--- config.mk ---
export PLATFORM = sky130hd
export DESIGN_NAME = fht_but_pipe_flat
export DESIGN_NICKNAME = d
export VERILOG_FILES = /design/src/rtl/fht_but_pipe_pkg.sv /design/src/rtl/fht_but_pipe_if.sv /design/src/rtl/fht_round_shift.sv /design/src/rtl/fht_but_pipe.sv /design/src/flat_wrapper.sv
export SDC_FILE = /design/constraint.sdc
export NUM_CORES = 2
export LEC_CHECK = 0
export ABC_CLOCK_PERIOD_IN_PS = 7200
export BUFFER_PORTS_ARGS = -buffer_cell sky130_fd_sc_hd__buf_2
export CORE_ASPECT_RATIO = 0.75
export CORE_MARGIN = 2
export CORE_UTILIZATION = 59
export DETAILED_ROUTE_END_ITERATION = 6
export MAX_ROUTING_LAYER = met4
export PLACE_DENSITY = 0.91
export SLEW_MARGIN = 20
export SYNTH_ARGS = -nofsm -noshare
export SYNTH_HDL_FRONTEND = slang
export SYNTH_SLANG_ARGS = --single-unit
--- constraint.sdc ---
create_clock -name iCLK -period 7.2 [get_ports iCLK]
set_input_delay 1.08 -clock iCLK [delete_from_list [all_inputs] [get_ports iCLK]]
set_output_delay 1.08 -clock iCLK [all_outputs]
set_load 0.005 [all_outputs]
--- src/rtl/fht_but_pipe_pkg.sv ---
// Shared FHT butterfly types, word limits and the output saturation helper.
// Holds the default word widths used by the butterfly family and the
// saturation function that the radix-2 and future radix-4 butterflies share.
package fht_but_pipe_pkg;

  localparam int unsigned FHT_D_BIT = 18;
  localparam int unsigned FHT_W_BIT = 16;

  typedef logic signed [FHT_D_BIT-1:0] fht_data_t;
  typedef logic signed [FHT_W_BIT-1:0] fht_coef_t;

  localparam fht_data_t FHT_MAX_D = {1'b0, {(FHT_D_BIT-1){1'b1}}};
  localparam fht_data_t FHT_MIN_D = {1'b1, {(FHT_D_BIT-1){1'b0}}};

  // Limits sign-extended to the 3-bit-wider butterfly sum width
  localparam logic signed [FHT_D_BIT+2:0] FHT_MAX_X = {3'b000, FHT_MAX_D};
  localparam logic signed [FHT_D_BIT+2:0] FHT_MIN_X = {3'b111, FHT_MIN_D};

  // Clamp a butterfly sum to the data word range
  function automatic fht_data_t sat_d(input logic signed [FHT_D_BIT+2:0] x);
    if (x > FHT_MAX_X) begin
      return FHT_MAX_D;
    end
    if (x < FHT_MIN_X) begin
      return FHT_MIN_D;
    end
    return FHT_D_BIT'(x);
  endfunction

endpackage

--- src/rtl/fht_but_pipe_if.sv ---
// Sample/result bundle between the bank RAM readers, the butterfly and write-back.
// master: drives iVALID/iHOLD/iSCALE/iX_*/iSIN/iCOS/iCLR_OVF, reads o*.
// slave : the butterfly; reads i*, drives oVALID/oY_0/oY_1/oOVF/oOVF_STICKY.
interface fht_but_pipe_if #(
  parameter int unsigned D_BIT = 18,
  parameter int unsigned W_BIT = 16
);

  logic                    iVALID;
  logic                    iHOLD;
  logic                    iSCALE;
  logic signed [D_BIT-1:0] iX_0;
  logic signed [D_BIT-1:0] iX_1;
  logic signed [D_BIT-1:0] iX_2;
  logic signed [W_BIT-1:0] iSIN;
  logic signed [W_BIT-1:0] iCOS;
  logic                    iCLR_OVF;
  logic                    oVALID;
  logic signed [D_BIT-1:0] oY_0;
  logic signed [D_BIT-1:0] oY_1;
  logic                    oOVF;
  logic                    oOVF_STICKY;

  modport master (
    output iVALID, iHOLD, iSCALE, iX_0, iX_1, iX_2, iSIN, iCOS, iCLR_OVF,
    input  oVALID, oY_0, oY_1, oOVF, oOVF_STICKY
  );

  modport slave (
    input  iVALID, iHOLD, iSCALE, iX_0, iX_1, iX_2, iSIN, iCOS, iCLR_OVF,
    output oVALID, oY_0, oY_1, oOVF, oOVF_STICKY
  );

endinterface

--- src/rtl/fht_round_shift.sv ---
// Combinational signed arithmetic right shift by SHIFT bits with optional
// round-half-up (adds 2^(SHIFT-1) first). One guard bit absorbs the rounding
// carry; the result is truncated to OUT_W, which the caller sizes to fit.
// Ports: din (IN_W signed) -> dout_c (OUT_W signed). SHIFT must be >= 1.
module fht_round_shift #(
  parameter int unsigned IN_W  = 8,
  parameter int unsigned OUT_W = 8,
  parameter int unsigned SHIFT = 1,
  parameter int unsigned ROUND = 1
) (
  input  logic signed [IN_W-1:0]  din,
  output logic signed [OUT_W-1:0] dout_c
);

  localparam int unsigned SUM_W = IN_W + 1;
  localparam logic signed [SUM_W-1:0] HALF =
    (ROUND != 0) ? (SUM_W'(1) << (SHIFT - 1)) : '0;

  logic signed [SUM_W-1:0] sum_c;

  always_comb begin
    sum_c  = SUM_W'(din) + HALF;
    dout_c = OUT_W'(sum_c >>> SHIFT);
  end

endmodule

--- src/rtl/fht_but_pipe.sv ---
// Pipelined FHT 2-point butterfly, 3-cycle latency, one sample per clock.
//   M  = round(cos*X1 + sin*X2) / 2^(W_BIT-1)
//   Y0 = X0 + M, Y1 = X0 - M, optionally halved, then saturated (SAT=1) or wrapped.
// Ports: iCLK, iRESET (sync, active-high), bus (slave side of fht_but_pipe_if).
// iHOLD freezes every stage; iCLR_OVF still clears the sticky flag during hold.
module fht_but_pipe
  import fht_but_pipe_pkg::*;
#(
  parameter int unsigned D_BIT = FHT_D_BIT,
  parameter int unsigned W_BIT = FHT_W_BIT,
  parameter int unsigned ROUND = 1,
  parameter int unsigned SAT   = 1
) (
  input logic           iCLK,
  input logic           iRESET,
  fht_but_pipe_if.slave bus
);

  localparam int unsigned P_W = D_BIT + W_BIT;
  localparam int unsigned S_W = P_W + 1;
  localparam int unsigned M_W = D_BIT + 2;
  localparam int unsigned A_W = D_BIT + 3;
  localparam logic signed [A_W-1:0] MAX_A = A_W'((longint'(1) <<< (D_BIT - 1)) - 1);
  localparam logic signed [A_W-1:0] MIN_A = A_W'(-(longint'(1) <<< (D_BIT - 1)));

  // Stage 1: products
  logic                    vld_s1_q, vld_s1_d, scale_s1_q, scale_s1_d;
  logic signed [D_BIT-1:0] x0_s1_q, x0_s1_d;
  logic signed [P_W-1:0]   p1_q, p1_d, p2_q, p2_d;
  // Stage 2: scaled twiddle product M
  logic                    vld_s2_q, vld_s2_d, scale_s2_q, scale_s2_d;
  logic signed [D_BIT-1:0] x0_s2_q, x0_s2_d;
  logic signed [M_W-1:0]   m_q, m_d;
  // Stage 3: outputs
  logic                    vld_q, vld_d, ovf_q, ovf_d, sticky_q, sticky_d;
  logic signed [D_BIT-1:0] y0_q, y0_d, y1_q, y1_d;

  logic signed [S_W-1:0]   s_c;
  logic signed [M_W-1:0]   m_c;
  logic signed [A_W-1:0]   a_c, b_c, a_half_c, b_half_c, a_sel_c, b_sel_c;
  logic                    clip_a_c, clip_b_c;
  logic signed [D_BIT-1:0] y0_c, y1_c;

  // Product sum and the Q(W_BIT-1) rescale
  always_comb begin
    s_c = S_W'(p1_q) + S_W'(p2_q);
  end

  fht_round_shift #(.IN_W(S_W), .OUT_W(M_W), .SHIFT(W_BIT - 1), .ROUND(ROUND)) u_rs_m (
    .din    (s_c),
    .dout_c (m_c)
  );

  // Butterfly sums at full width; the optional /2 uses the rounding shifter
  always_comb begin
    a_c = A_W'(x0_s2_q) + A_W'(m_q);
    b_c = A_W'(x0_s2_q) - A_W'(m_q);
  end

  fht_round_shift #(.IN_W(A_W), .OUT_W(A_W), .SHIFT(1), .ROUND(ROUND)) u_rs_a (
    .din    (a_c),
    .dout_c (a_half_c)
  );

  fht_round_shift #(.IN_W(A_W), .OUT_W(A_W), .SHIFT(1), .ROUND(ROUND)) u_rs_b (
    .din    (b_c),
    .dout_c (b_half_c)
  );

  // Clip detection always runs; SAT only selects clamp versus wrap
  always_comb begin
    a_sel_c  = scale_s2_q ? a_half_c : a_c;
    b_sel_c  = scale_s2_q ? b_half_c : b_c;
    clip_a_c = (a_sel_c > MAX_A) || (a_sel_c < MIN_A);
    clip_b_c = (b_sel_c > MAX_A) || (b_sel_c < MIN_A);
    y0_c     = D_BIT'(a_sel_c);
    y1_c     = D_BIT'(b_sel_c);
    if (SAT != 0) begin
      if (a_sel_c > MAX_A)      y0_c = D_BIT'(MAX_A);
      else if (a_sel_c < MIN_A) y0_c = D_BIT'(MIN_A);
      if (b_sel_c > MAX_A)      y1_c = D_BIT'(MAX_A);
      else if (b_sel_c < MIN_A) y1_c = D_BIT'(MIN_A);
    end
  end

  // Next-state: every stage advances only when not held
  always_comb begin
    vld_s1_d   = vld_s1_q;
    scale_s1_d = scale_s1_q;
    x0_s1_d    = x0_s1_q;
    p1_d       = p1_q;
    p2_d       = p2_q;
    vld_s2_d   = vld_s2_q;
    scale_s2_d = scale_s2_q;
    x0_s2_d    = x0_s2_q;
    m_d        = m_q;
    vld_d      = vld_q;
    y0_d       = y0_q;
    y1_d       = y1_q;
    ovf_d      = ovf_q;
    sticky_d   = sticky_q;
    if (!bus.iHOLD) begin
      vld_s1_d   = bus.iVALID;
      scale_s1_d = bus.iSCALE;
      x0_s1_d    = bus.iX_0;
      p1_d       = P_W'(bus.iCOS) * P_W'(bus.iX_1);
      p2_d       = P_W'(bus.iSIN) * P_W'(bus.iX_2);
      vld_s2_d   = vld_s1_q;
      scale_s2_d = scale_s1_q;
      x0_s2_d    = x0_s1_q;
      m_d        = m_c;
      vld_d      = vld_s2_q;
      y0_d       = y0_c;
      y1_d       = y1_c;
      ovf_d      = vld_s2_q && (clip_a_c || clip_b_c);
    end
    // Clear first so a same-cycle new overflow wins
    if (bus.iCLR_OVF) sticky_d = 1'b0;
    if (!bus.iHOLD && ovf_d) sticky_d = 1'b1;
  end

  always_ff @(posedge iCLK) begin
    if (iRESET) begin
      vld_s1_q   <= 1'b0;
      scale_s1_q <= 1'b0;
      x0_s1_q    <= '0;
      p1_q       <= '0;
      p2_q       <= '0;
      vld_s2_q   <= 1'b0;
      scale_s2_q <= 1'b0;
      x0_s2_q    <= '0;
      m_q        <= '0;
      vld_q      <= 1'b0;
      y0_q       <= '0;
      y1_q       <= '0;
      ovf_q      <= 1'b0;
      sticky_q   <= 1'b0;
    end else begin
      vld_s1_q   <= vld_s1_d;
      scale_s1_q <= scale_s1_d;
      x0_s1_q    <= x0_s1_d;
      p1_q       <= p1_d;
      p2_q       <= p2_d;
      vld_s2_q   <= vld_s2_d;
      scale_s2_q <= scale_s2_d;
      x0_s2_q    <= x0_s2_d;
      m_q        <= m_d;
      vld_q      <= vld_d;
      y0_q       <= y0_d;
      y1_q       <= y1_d;
      ovf_q      <= ovf_d;
      sticky_q   <= sticky_d;
    end
  end

  assign bus.oVALID      = vld_q;
  assign bus.oY_0        = y0_q;
  assign bus.oY_1        = y1_q;
  assign bus.oOVF        = ovf_q;
  assign bus.oOVF_STICKY = sticky_q;

endmodule

--- src/flat_wrapper.sv ---
// flat-port wrapper written by rule: the top's interface ports become plain ports
module fht_but_pipe_flat import fht_but_pipe_pkg::*;
#(
  parameter int unsigned D_BIT = FHT_D_BIT,
  parameter int unsigned W_BIT = FHT_W_BIT,
  parameter int unsigned ROUND = 1,
  parameter int unsigned SAT   = 1
)
  (iCLK, iRESET, bus_iVALID, bus_iHOLD, bus_iSCALE, bus_iX_0, bus_iX_1, bus_iX_2, bus_iSIN, bus_iCOS, bus_iCLR_OVF, bus_oVALID, bus_oY_0, bus_oY_1, bus_oOVF, bus_oOVF_STICKY);
  fht_but_pipe_if #(.D_BIT(D_BIT), .W_BIT(W_BIT)) bus_i ();
  input logic iCLK;
  input logic iRESET;
  input wire logic [$bits(bus_i.iVALID)-1:0] bus_iVALID;
  input wire logic [$bits(bus_i.iHOLD)-1:0] bus_iHOLD;
  input wire logic [$bits(bus_i.iSCALE)-1:0] bus_iSCALE;
  input wire logic [$bits(bus_i.iX_0)-1:0] bus_iX_0;
  input wire logic [$bits(bus_i.iX_1)-1:0] bus_iX_1;
  input wire logic [$bits(bus_i.iX_2)-1:0] bus_iX_2;
  input wire logic [$bits(bus_i.iSIN)-1:0] bus_iSIN;
  input wire logic [$bits(bus_i.iCOS)-1:0] bus_iCOS;
  input wire logic [$bits(bus_i.iCLR_OVF)-1:0] bus_iCLR_OVF;
  output wire logic [$bits(bus_i.oVALID)-1:0] bus_oVALID;
  output wire logic [$bits(bus_i.oY_0)-1:0] bus_oY_0;
  output wire logic [$bits(bus_i.oY_1)-1:0] bus_oY_1;
  output wire logic [$bits(bus_i.oOVF)-1:0] bus_oOVF;
  output wire logic [$bits(bus_i.oOVF_STICKY)-1:0] bus_oOVF_STICKY;
  assign bus_i.iVALID = bus_iVALID;
  assign bus_i.iHOLD = bus_iHOLD;
  assign bus_i.iSCALE = bus_iSCALE;
  assign bus_i.iX_0 = bus_iX_0;
  assign bus_i.iX_1 = bus_iX_1;
  assign bus_i.iX_2 = bus_iX_2;
  assign bus_i.iSIN = bus_iSIN;
  assign bus_i.iCOS = bus_iCOS;
  assign bus_i.iCLR_OVF = bus_iCLR_OVF;
  assign bus_oVALID = bus_i.oVALID;
  assign bus_oY_0 = bus_i.oY_0;
  assign bus_oY_1 = bus_i.oY_1;
  assign bus_oOVF = bus_i.oOVF;
  assign bus_oOVF_STICKY = bus_i.oOVF_STICKY;
  fht_but_pipe #(.D_BIT(D_BIT), .W_BIT(W_BIT), .ROUND(ROUND), .SAT(SAT)) u_core (.iCLK(iCLK), .iRESET(iRESET), .bus(bus_i));
endmodule
==> impl_metrics.py <==
metrics = {
    "sta": {
        "slew_viol_final": 0,
        "fin_worst_skew_ps": 11.7,
        "hold_viol": 0,
        "tns_ps": 0,
        "whs_ps": 465,
        "slew_headroom_pct": 24.9,
        "period_share_pct": 98.2,
        "layout_min_cycle_time_ps": 7070,
        "worstMarginPinSlew_ps": 1130,
        "max_freq_mhz": 141,
        "final-setup-viol-count": 0,
    },
    "layout": {
        "fin_cells": 4591,
        "syn_to_final_growth_pct": 7.82,
        "finish.utilization_pct": 64.3,
        "nets": 4809,
        "drive_gt1_share_pct": 9.02,
        "antennaDiodeCount": 0,
    },
    "clock_network": {
        "cts_tree": "done",
        "cts_buffers": 17,
        "clock-sinks": 167,
        "path_clk_slew_ps": 60,
        "h-tree-depth": 4,
        "cts_root_buffer": "clkbuf_16",
        "cts_buffer_depth": 2,
        "clock_latency_ps": 450,
    },
    "worst_setup_path": {
        "crit_path_start_kind": "input pin",
        "crit_fanout": 10,
        "critPathKind": "input pin to flip-flop",
        "worstPathRequired_ps": 7550,
        "critPathCaptureType": "flip-flop",
        "arrival_ps": 7420,
    },
    "floorplan": {
        "die_y_um": 207,
        "die_x_um": 275,
        "rows": 74,
        "io-pin-count": 131,
        "die_area_sq_um": 56900,
        "initial_core_util_pct": 59.7,
        "core-area_sq_um": 54300,
    },
    "synth": {
        "yosysSeqAreaShare_pct": 10.3,
        "async_reset_ff_share_pct": 0,
        "synth_top_area_share_pct": 35.9,
        "synth-edff-count": 0,
        "ys_top_cells_by_area": "fa_1 36%, ha_1 11%, dfxtp_1 10%",
        "ys.flop_type": "dfxtp_1",
        "syn_inst": 3734,
        "synth_nets": 4687,
        "syn_area_sq_um": 32400,
        "synth_most_common_cell": "inv_1",
        "synth_area_per_cell_sq_um": 8.68,
        "ys.warnings.count": 0,
        "yosysUniqueCellTypes": 93,
        "yosys.area.top_type": "fa_1",
        "synth_common_cells": "728 x inv_1, 582 x fa_1, 473 x nand2_1",
        "ys_seq_elements": 167,
    },
    "drt": {
        "wl_per_cell_um": 18.1,
        "wirelength_um": 83200,
        "vias_per_cell": 5.78,
        "detail-route-antenna-nets": 0,
        "first_pass_iters": 7,
        "num_vias": 26532,
        "first_iter_violations": 2743,
        "drcViolationCount": 3,
    },
    "place": {
        "dp_hpwl_um": 68600,
        "globalplace.congestion": 0.988,
        "portBuffers": 130,
        "dp_cells": 4558,
    },
    "grt": {
        "grt_pass1_wl_um": 138000,
        "grt_max_degree": 73,
        "antenna_found_initial": 0,
        "grt_pass1_vias": 28059,
        "gr-total-overflow": 0,
        "grt.total_usage_pct": 31.0,
    },
    "flow_run": {
        "drv_cap": 0,
    },
    "status": {
        "status": "complete, but fails checks",
        "violations": "DRC",
    },
    "worst_hold_path": {
        "min_path_type": "flip-flop to flip-flop",
    },
}
## logic make-up (layout without fill, tap and decap cells)
group           count (synthesis)  count (layout)  share of synthesized area, %
compound gates                521             521                          10.9
xor+xnor                      126             126                          3.45
mux                            61              61                          1.89
flops                         167             167                          10.3
buf+inv                       883            1018                          10.3
simple gates                 1115            1115                          16.4
fa+ha+maj                     861             861                          46.7
## path summary, 6_finish.rpt
kind / start / slack [ps] / cells past startpoint / end
max: bus_iCOS[1] / 130 / 25 / u_core.p1_q[33]$_SDFFE_PP0N_
min: u_core.bus.oY_0[0]$_SDFFE_PP0N_ / 470 / 2 / u_core.bus.oY_0[0]$_SDFFE_PP0N_
max reg2reg: u_core.m_q[0]$_SDFFE_PP0N_ / 1540 / 14 / u_core.bus.oY_1[7]$_SDFFE_PP0N_
min reg2reg: u_core.bus.oY_0[0]$_SDFFE_PP0N_ / 470 / 2 / u_core.bus.oY_0[0]$_SDFFE_PP0N_
## per-stage QoR
stage	setup slack (ps)	area, sq um
6_report	130	35000
5_1_grt	-35.3	35000
4_1_cts	231	34900
3_5_place_dp	-176	34400
3_3_place_gp	9.72	34400
2_1_floorplan	0.236	32500
## critical path, stage by stage
cell and delay [ps]:
buf_2 160, buf_4 180, nand2_1 80, fa_1 550
inv_1 60, fa_1 410, inv_1 100, fa_1 450
fa_1 570, inv_1 50, fa_1 480, inv_1 50
fa_1 480, inv_1 40, ha_1 320, and3_1 220
a221oi_1 360, o21ai_1 180, a41o_1 250, a2111o_1 440
o31a_1 280, nand3_1 100, nand2_1 80, a211o_1 300
o211a_1 120
## sequential cells by signal, indices dropped and copies added, names as in the netlist
register / flops
u_core.x0_s1_q: 18
u_core.x0_s2_q: 18
u_core.bus.oOVF_STICKY: 1
u_core.vld_s2_q: 1
u_core.vld_s1_q: 1
u_core.bus.oVALID: 1
u_core.scale_s1_q: 1
u_core.scale_s2_q: 1
u_core.bus.oY_0: 18
u_core.p2_q: 34
u_core.p1_q: 34
u_core.bus.oOVF: 1
u_core.m_q: 20
u_core.bus.oY_1: 18
## placed cells by master (no fill, tap or decap), types with 95 or more instances in the layout
cell	instances
buf_4	124
inv_1	728
o21ai_0	97
xnor2_1	95
nand2_1	473
a21oi_1	163
dfxtp_1	166
nor2_1	195
fa_1	582
ha_1	279
and2_1	236
buf_2	128
## what timing repair did
| item | in CTS | in global routing |
|---|---|---|
| buffers inserted | 0 | 1 |
| endpoints found under the setup margin | 0 | 6 |
| hold endpoints to repair | 0 | 0 |
| hold buffers | 0 | 0 |
| resized for setup | 0 | 7 |
## routing by layer
| metal | vias to the layer above | GRT usage [%] | part of all wire (%) |
|---|---|---|---|
| met4 | 0 | 11.7 | 3.8 |
| met1 | 13131 | 39.3 | 38 |
| met2 | 1235 | 49.7 | 49 |
| li1 | 11890 | - | - |
| met5 | - | - | 0 |
| met3 | 276 | 5.70 | 9.1 |
## final cells by class
type                       count  area, sq um
clock buffer                  21          470
multi-input combinational   2684        25800
clock inverter                11         98.8
sequential                   167         3340
timing repair buffer         255         1620
fill                        4136        19400
tap                          722          903
inverter                     731         2740
Power is left out: the tool's default activity adds up to more than one toggle a clock period on the data nets, which glitch-free logic cannot reach.
